## config.mk

```make
export PLATFORM = sky130hd
export DESIGN_NAME = ritc_input_buffer_array
export DESIGN_NICKNAME = d
export VERILOG_FILES = /design/src/rtl/ritc_input_pkg.sv /design/src/rtl/ritc_channel_sequencer.sv /design/src/rtl/ritc_input_buffer_array.sv
export SDC_FILE = /design/constraint.sdc
export NUM_CORES = 1
export LEC_CHECK = 0
export ABC_AREA = 0
export CORE_MARGIN = 3
export CORE_UTILIZATION = 46
export DETAILED_ROUTE_END_ITERATION = 8
export PLACE_DENSITY = 0.77
export SKIP_LAST_GASP = 1
export SYNTH_ARGS = -nofsm -noshare
export SYNTH_HDL_FRONTEND = slang
export SYNTH_SLANG_ARGS = --single-unit
```

## constraint.sdc

```tcl
create_clock -name clk_i -period 1.8 [get_ports clk_i]
set_input_delay 0.45 -clock clk_i [delete_from_list [all_inputs] [get_ports clk_i]]
set_output_delay 0.45 -clock clk_i [all_outputs]
set_load 0.005 [all_outputs]
```

## src/rtl/ritc_input_pkg.sv

```systemverilog
// Shared encodings and lane indexing for the RITC LVDS input buffer array.
package ritc_input_pkg;

  typedef enum logic [1:0] {
    CH_OFF    = 2'd0,
    CH_SETTLE = 2'd1,
    CH_ON     = 2'd2
  } ch_state_e;

  typedef enum logic [1:0] {
    MON_IDLE = 2'd0,
    MON_RUN  = 2'd1,
    MON_DONE = 2'd2
  } mon_state_e;

  // Flat pin index of lane b in channel c.
  function automatic int unsigned lane_idx(input int unsigned c, input int unsigned b,
                                           input int unsigned nbits = 12);
    return c * nbits + b;
  endfunction

endpackage

```

## src/rtl/ritc_channel_sequencer.sv

```systemverilog
// Per-channel power-up sequencer: OFF -> SETTLE (counted) -> ON, with drop-to-OFF priority.
module ritc_channel_sequencer
  import ritc_input_pkg::*;
#(
  parameter int SETTLE_CYCLES = 64
) (
  input  logic clk_i,
  input  logic rst_n_i,
  input  logic enable_i,
  input  logic disable_i,
  output logic ready_o,
  output logic ibufdisable_o
);

  localparam int CW = (SETTLE_CYCLES > 1) ? $clog2(SETTLE_CYCLES) : 1;
  localparam logic [CW-1:0] LAST_CNT = CW'(SETTLE_CYCLES - 1);

  ch_state_e       r_state, w_next;
  logic [CW-1:0]   r_cnt, w_cnt_next;
  logic            r_ready, r_ibufdisable;

  // NOTE: every always_comb output gets a default first so no path can infer a latch.
  always_comb begin
    w_next     = r_state;
    w_cnt_next = r_cnt;
    if (!enable_i || disable_i) begin
      w_next = CH_OFF;
    end else begin
      case (r_state)
        CH_OFF: begin
          w_next     = CH_SETTLE;
          w_cnt_next = '0;
        end
        CH_SETTLE: begin
          if (r_cnt == LAST_CNT) w_next = CH_ON;
          else                   w_cnt_next = r_cnt + CW'(1);
        end
        CH_ON:   w_next = CH_ON;
        default: w_next = CH_OFF;
      endcase
    end
  end

  // NOTE: sequential state uses non-blocking assignments so all flops update from pre-edge values.
  always_ff @(posedge clk_i or negedge rst_n_i) begin
    if (!rst_n_i) begin
      r_state       <= CH_OFF;
      r_cnt         <= '0;
      r_ready       <= 1'b0;
      r_ibufdisable <= 1'b1;
    end else begin
      r_state       <= w_next;
      r_cnt         <= w_cnt_next;
      r_ready       <= (w_next == CH_ON);
      r_ibufdisable <= (w_next == CH_OFF);
    end
  end

  assign ready_o       = r_ready;
  assign ibufdisable_o = r_ibufdisable;

endmodule

```

## src/rtl/ritc_input_buffer_array.sv

```systemverilog
// RITC LVDS front end: gated differential input buffers, per-channel sequencers and a
// windowed lane-activity monitor that flags stuck data lanes and channel clocks.
module ritc_input_buffer_array
  import ritc_input_pkg::*;
#(
  parameter int NCH           = 3,
  parameter int NBITS         = 12,
  parameter int SETTLE_CYCLES = 64,
  parameter int WINDOW_LOG2   = 16
) (
  input  logic                 clk_i,
  input  logic                 rst_n_i,
  input  logic                 disable_i,
  input  logic [NCH-1:0]       enable_i,
  output logic [NCH-1:0]       ready_o,
  input  logic [NCH*NBITS-1:0] DATA_P,
  input  logic [NCH*NBITS-1:0] DATA_N,
  output logic [NCH*NBITS-1:0] DATA,
  output logic [NCH*NBITS-1:0] DATA_B,
  input  logic [NCH-1:0]       CLK_P,
  input  logic [NCH-1:0]       CLK_N,
  output logic [NCH-1:0]       CLK,
  output logic [NCH-1:0]       CLK_B,
  input  logic                 mon_start_i,
  output logic                 mon_busy_o,
  output logic                 mon_done_o,
  output logic [NCH-1:0]       mon_valid_o,
  output logic [NCH*NBITS-1:0] stuck_o,
  output logic [NCH-1:0]       clk_stuck_o
);

  localparam int LANES = NCH * NBITS;
  localparam int MON_W = LANES + NCH;

  logic [NCH-1:0]   w_ibufdis;
  logic [NCH-1:0]   w_ready;
  logic [LANES-1:0] w_valid_lanes;
  logic [NCH-1:0]   w_valid_acc;

  // Buffer model of IBUFDS_DIFF_OUT_IBUFDISABLE: both outputs forced high while disabled.
  for (genvar c = 0; c < NCH; c++) begin : g_ch
    ritc_channel_sequencer #(
      .SETTLE_CYCLES(SETTLE_CYCLES)
    ) u_seq (
      .clk_i        (clk_i),
      .rst_n_i      (rst_n_i),
      .enable_i     (enable_i[c]),
      .disable_i    (disable_i),
      .ready_o      (w_ready[c]),
      .ibufdisable_o(w_ibufdis[c])
    );

    logic w_clk_diff;
    assign w_clk_diff = CLK_P[c] & ~CLK_N[c];
    assign CLK[c]     = w_ibufdis[c] | w_clk_diff;
    assign CLK_B[c]   = w_ibufdis[c] | ~w_clk_diff;

    for (genvar b = 0; b < NBITS; b++) begin : g_lane
      localparam int L = lane_idx(c, b, NBITS);
      logic w_diff;
      assign w_diff           = DATA_P[L] & ~DATA_N[L];
      assign DATA[L]          = w_ibufdis[c] | w_diff;
      assign DATA_B[L]        = w_ibufdis[c] | ~w_diff;
      assign w_valid_lanes[L] = w_valid_acc[c];
    end
  end

  assign ready_o = w_ready;

  // Activity monitor: pins -> 2-flop synchroniser -> edge register.
  logic [MON_W-1:0]       r_sync1, r_sync2, r_edge, r_seen;
  logic [MON_W-1:0]       w_mon_in, w_trans, w_seen_acc;
  logic [NCH-1:0]         r_valid, r_mon_valid, r_clk_stuck;
  logic [LANES-1:0]       r_stuck;
  logic [WINDOW_LOG2-1:0] r_win;
  logic                   w_win_last;
  mon_state_e             r_mon_state, w_mon_next;

  assign w_mon_in    = {CLK, DATA};
  assign w_trans     = r_sync2 ^ r_edge;
  assign w_seen_acc  = r_seen | w_trans;
  assign w_valid_acc = r_valid & w_ready;
  assign w_win_last  = &r_win;

  always_comb begin
    w_mon_next = r_mon_state;
    case (r_mon_state)
      MON_IDLE: if (mon_start_i) w_mon_next = MON_RUN;
      MON_RUN:  if (w_win_last)  w_mon_next = MON_DONE;
      MON_DONE: w_mon_next = MON_IDLE;
      default:  w_mon_next = MON_IDLE;
    endcase
  end

  always_ff @(posedge clk_i or negedge rst_n_i) begin
    if (!rst_n_i) r_mon_state <= MON_IDLE;
    else          r_mon_state <= w_mon_next;
  end

  // NOTE: the synchroniser and seen vectors are reset too, so a mid-window reset leaves no stale activity.
  always_ff @(posedge clk_i or negedge rst_n_i) begin
    if (!rst_n_i) begin
      r_sync1     <= '0;
      r_sync2     <= '0;
      r_edge      <= '0;
      r_seen      <= '0;
      r_valid     <= '0;
      r_win       <= '0;
      r_mon_valid <= '0;
      r_stuck     <= '0;
      r_clk_stuck <= '0;
    end else begin
      r_sync1 <= w_mon_in;
      r_sync2 <= r_sync1;
      r_edge  <= r_sync2;
      case (r_mon_state)
        MON_IDLE: begin
          if (mon_start_i) begin
            r_seen  <= '0;
            r_win   <= '0;
            r_valid <= w_ready;
          end
        end
        MON_RUN: begin
          r_seen  <= w_seen_acc;
          r_valid <= w_valid_acc;
          r_win   <= r_win + WINDOW_LOG2'(1);
          // Results land together with the done pulse and include the final window cycle.
          if (w_win_last) begin
            r_stuck     <= ~w_seen_acc[LANES-1:0] & w_valid_lanes;
            r_clk_stuck <= ~w_seen_acc[MON_W-1:LANES] & w_valid_acc;
            r_mon_valid <= w_valid_acc;
          end
        end
        default: ;
      endcase
    end
  end

  assign mon_busy_o  = (r_mon_state == MON_RUN);
  assign mon_done_o  = (r_mon_state == MON_DONE);
  assign mon_valid_o = r_mon_valid;
  assign stuck_o     = r_stuck;
  assign clk_stuck_o = r_clk_stuck;

endmodule

```

* Word level (Yosys, flattened, before mapping)
Index checks and enable logic that the tools add are counted.
** Storage, ports and cells
- Register bits after elaboration :: 249
- Input port bits :: 85
- Output and inout bits :: 125
- Logic and storage cells :: 298
** Operators by class
- Add/subtract/negate cells :: 4
- Equal/unequal tests :: 19
- Mux-type cells :: 24
- Bitwise gates (word level) :: 205
- Reduce and logical (&&, ||, !) cells :: 24
** Operators by type and width (count)
- NOT 1 bit :: 81
- OR 1 bit :: 78
- case mux 39 bit (2 select lines) :: 1
- bitwise AND 1 bit :: 39
- 2-to-1 mux 39 bit :: 1
- OR 39 bit :: 1
- XOR 39 bit :: 1
- bitwise AND 36 bit :: 1
- NOT 36 bit :: 1
- case mux 6 bit (2 select lines) :: 3
- case mux 16 bit (2 select lines) :: 1
- adder 6 x 1 -> 6 bit, second input constant :: 3
- equality test 6 bit, second input constant :: 3
- 2-to-1 mux 6 bit :: 3
- case mux 2 bit (3 select lines) :: 3
- AND reduction 17 bit :: 1
- adder 16 x 1 -> 16 bit, second input constant :: 1
- 2-to-1 mux 16 bit :: 1
- 2-to-1 mux 2 bit :: 8
- AND reduction 16 bit :: 1
- equality test 2 bit, second input constant :: 7
- zero test 2 bit :: 7
- AND reduction 3 bit :: 3
- equality test 2 x 1 -> 1 bit, second input constant :: 4
- other kinds (11) :: 23

* Longest topological paths before layout
- Word-level depth :: 5
- Gate-level depth with buffers :: 7
- Gate-level depth less buffers :: 5

* By module
Synthesis repeated with hierarchy kept, for this count alone.
** Unflattened totals
- Cell total of the unflattened synthesis :: 812
- Area total of the unflattened synthesis :: 9599.2 µm²
** By module, submodules not included
- ritc_input_buffer_array :: instances 1, cells each 656, area an instance 8049.0 µm², seq. area each 5480.3 µm²
- ritc_channel_sequencer :: instances 3, cells each 52, area an instance 516.7 µm², seq. area each 251.5 µm²

* Worst setup path after synthesis
No wires, ideal clock.
- Path kind :: reg2reg
- From :: register r_mon_state[1]
- To :: register r_clk_stuck[0] (netlist: clk_stuck_o[0])
- Arrival :: 1692 ps
- Data required time :: 1696 ps
- Slack :: 5 ps
- Cell stages (with the launch flop) :: 8
- Period minus slack after synthesis :: 1795 ps
- Path through :: dfrtp_1 > nand2b_1 > inv_2 > nand3_2 > or4_1 > buf_2 > buf_4 > o41ai_2
** On the way
- Word-level cells in the longest chain between the ends :: 2
** Ends and longest elaborated chain
- start, declared :: line ritc_input_buffer_array.sv:77 : mon_state_e r_mon_state, w_mon_next;
- start signal, assigned :: line ritc_input_buffer_array.sv:97 : else r_mon_state <= w_mon_next;
- equality test 2 x 1 -> 1 bit :: line ritc_input_buffer_array.sv:116 : case (r_mon_state)
- AND reduction 17 bit (no line)
- end signal, assigned :: line ritc_input_buffer_array.sv:131 : r_clk_stuck <= ~w_seen_acc[MON_W-1:LANES] & w_valid_acc;
- end, declared :: line ritc_input_buffer_array.sv:73 : logic [NCH-1:0] r_valid, r_mon_valid, r_clk_stuck;
No other way between the ends.
A chain may end at the register's enable or synchronous reset.

* Worst setup path in the final report
- From :: register g_ch[2].u_seq.r_ibufdisable
- To :: output port DATA_B[32]
** On the way
- Word-level cells in the longest chain between the ends :: 1
** Ends and longest elaborated chain
- start, declared :: line ritc_channel_sequencer.sv:20 : logic r_ready, r_ibufdisable;
- start signal, assigned :: line ritc_channel_sequencer.sv:55 : r_ibufdisable <= (w_next == CH_OFF);
- OR 1 bit :: line ritc_input_buffer_array.sv:63 : assign DATA_B[L] = w_ibufdis[c] | ~w_diff;
- end, declared :: line ritc_input_buffer_array.sv:19 : output logic [NCH*NBITS-1:0] DATA_B,
No other way between the ends.

==> results.md <==
* YS warnings at 0
* TritonRoute pass-1 iters at 5
* Mapped Area at 9624 um^2
* Grt ovf at 0
* Clock sink count at 249
* Post-Layout Cell Count at 1459
* Die Y at 150.6 um
* Cts bufs inserted at 25
* Commonest cells post-synth: 246 x dfrtp_1, 64 x o21ai_0, 52 x a21oi_1
* Setup CP Type: flip-flop to primary output
* H-tree depth at 1
* Largest net degree at the start of global routing at 72
* CTS tree: yes
* Slew headroom at 20.87%
* Int Pwr at roughly 0.0096 W
* Unique masters post-synth at 46
* Finish-stage setup viols at 122
* Final Max Tran Viols at 0
* Die Wd at 150.6 um
* Synthesized area per cell at 12.09 um^2
* HP Start: r_sync1[19]
* Largest cells by area after synthesis: dfrtp_1 64%, xor2_1 3.5%, nand3b_1 3.4%
* Critical R2R Capture: stuck_o[19]
* Post-synth ARST share at 100.0%
* Seq pwr share at roughly 48%
* Core area at 20360 um^2
* DRC at 0
* First-pass GRT wire length at 41.03 mm
* Clk slew on worst S/H paths at around 0.070 ns
* Hold endpoint: r_sync2[19]
* Clock Power Share at between 40% and 50%
* Register Area at about 6200 um^2
* Tot GR Track Use at 22.60%
* Fillers at around 1300
* Proportion of layout cells with a drive suffix above 1 at 30.45%
* CP endpoint kind: primary output
* Placed cell count at between 1000 and 1500
* Post-DP HPWL at 15.54 mm
* Synth Flop Type: dfrtp_1
* Post-synthesis sequential area ratio at 64.78%
* Post-DRT Antenna Nets at 0
* Worst R2R Setup Slack at -0.27 ns
* Final Cycle Share at 116.6%
* Startpoint types: flip-flop
* Skew-Pair Late Insertion Delay at 0.52 ns
* Status: finished with violations
* Max-cap violations at 0
* Starting Density at 47.26%
* Psw at 0.002733 W
* Die ar. at 22690 um^2
* Vias at between 7000 and 8000
* Vias in the first global route at 8131
* Synth area leader: dfrtp_1
* Hold Violations, Final at 0
* Count leader, synth: dfrtp_1
* Flops & latches, synth at 249
* Worst vdd ir at 0.7302 mV
* DR WL/cell at roughly 18 um
* Logic pwr share at 8.3%
* Antenna violations before repair at 0
* Routed WL at 26.82 mm
* Net count, final at 1260
* Critical Path Fanout Max at 6
* Layout area overhead at 51.86%
* Power Density at 842.8 nW/um^2
* Crit path DAT at 1.65 ns
* Worst slew pin tran at 1.184 ns
* Worst Hold Class: flip-flop to flip-flop
* Worst clock skew at 0.02331 ns
* IO Count at 210
* Post-Syn Instances at 796
* Number of synthesized flops with an enable pin at 0
* IO Port Bufs at between 200 and 250
* RSZ-0062 raised after global routing: true
* Syn Nets at 885
* Failing checks: negative setup slack
* F_max at 0.4763 GHz
* R2R depth at 8
* Clock Path Buffers at 3
* Static Leakage at 6.766 nW
* CTS root buffer: clkbuf_16
* Final Util at 71.77%
* Required @ worst endpoint at 1.35 ns
* Via density per instance at 5.284
* Switching part of the total at 22.19%
* Final worst setup slack at -0.2996 ns
* Multi-input logic area at between 3000 and 4000 um^2
* Diodes inserted at 0
* Minimum clock period at ~2.1 ns
* R2r startpoint: r_mon_state[1]
* First DRT Iteration DRCs at 485
* Placement Setup Slack at -0.2885 ns
* Site Rows at 52
* Area share of the largest cell type after synthesis at 63.96%
* Placer congestion estimate at 0.8517
* WHS Path Cells at 0
[power groups by stage]
stage | registers (W) | clock network, W | logic, W
final | 0.00587 | 0.00543 | 0.00103
after CTS | 0.00587 | 0.00548 | 0.00100
after detailed placement | 0.00597 | 0 | 0.000875
after floorplan | 0.00593 | 0 | 0.000269
after global placement | 0.00595 | 0 | 0.000852
after global routing | 0.00588 | 0.00577 | 0.00112
[timing repair]
action,in CTS,in global routing
buffers inserted,70,18
endpoints found under the setup margin,166,128
resized for setup,427,49
pin swaps,2,24
hold buffers,1,0
hold endpoints to repair,16,0
gates cloned,11,2
[metrics by stage]
stage          hold slack, ns  cell area, um^2  total power [W]  setup TNS [ns]
2_1_floorplan          0.1544             9624         0.006199               0
3_3_place_gp           0.3000            12650         0.006807          -22.72
3_5_place_dp           0.3016            12650         0.006841          -25.60
4_1_cts                0.3435            14270          0.01235          -23.98
5_1_grt                0.3433            14620          0.01277          -30.76
6_report               0.3380            14620          0.01232          -22.81
[layout by cell type (no fill, tap or decap), drive strengths merged, types with 2 or more instances in the layout]
cell type,instances
nand4,11
dfstp,3
o41ai,39
nor2,50
inv,47
o21ai,65
mux2i,12
or3b,3
o31ai,6
nor3b,6
nand3b,43
clkinvlp,3
buf,257
and4,5
mux2,2
and3b,2
bufinv,4
nand3,16
nand2,34
a21oi,52
clkdlybuf4s50,83
dlygate4sd2,45
clkinv,5
nand2b,8
and3,6
xor2,39
a41oi,3
a21o,40
nor2b,3
ha,4
clkbuf,33
dfrtp,246
o22a,3
[registers in the layout, indices dropped and copies added (netlist names), 6 cells and up]
| register | cells |
|---|---|
| g_ch.u_seq.r_cnt | 18 |
| g_ch.u_seq.r_state | 6 |
| r_edge | 39 |
| r_seen | 39 |
| r_sync1 | 39 |
| r_sync2 | 39 |
| r_win | 16 |
| stuck_o | 36 |
[worst max path at each step]
stage                                 from                     end  slack [ns]  depth (start not counted)
2_1_floorplan               r_mon_state[1]          clk_stuck_o[0]       0.005                          7
3_3_place_gp                    DATA_P[10]                DATA[10]       -0.27                          3
3_5_place_dp                     disable_i  g_ch[0].u_seq.r_cnt[3]       -0.29                          6
4_1_cts        g_ch[2].u_seq.ibufdisable_o              DATA_B[33]       -0.39                          6
5_1_grt                     r_mon_state[0]             stuck_o[19]       -0.37                          9
6_report       g_ch[2].u_seq.ibufdisable_o              DATA_B[32]       -0.30                          5
[critical path, stage by stage (launching register included)]
cell and delay [ns]:
dfstp_2 0.55, buf_12 0.12, buf_8 0.12, buf_16 0.11
nand3b_1 0.11, buf_2 0.13
[routing by layer]
| layer | up-vias | GRT usage [%] | wire (um) |
|---|---|---|---|
| met5 | - | 0 | 0 |
| li1 | 3562 | - | - |
| met1 | 3892 | 28.08 | 10450 |
| met3 | 57 | 3.943 | 1217 |
| met4 | 0 | 7.797 | 852 |
| met2 | 198 | 39.96 | 14290 |
[kinds of logic after synthesis]
group | Yosys count | share of synthesized area [%]
flip-flops | 249 | 64.78
AO/OA/AOI/OAI | 213 | 14.90
AND/OR/NAND/NOR | 191 | 11.01
buffers and inverters | 86 | 3.757
XOR/XNOR | 39 | 3.549
multiplexers | 14 | 1.482
adder cells (fa/ha/maj) | 4 | 0.5200
[layout make-up]
type	count	share of cell area (%)
Sequential cell	249	42.66
Clock buffer	31	4.640
Timing Repair Buffer	389	23.29
Tap cell	270	2.311
Inverter	45	1.173
Multi-Input combinational cell	461	24.66
Clock inverter	14	1.267
Note: power is estimated with default switching activity, not from simulation.
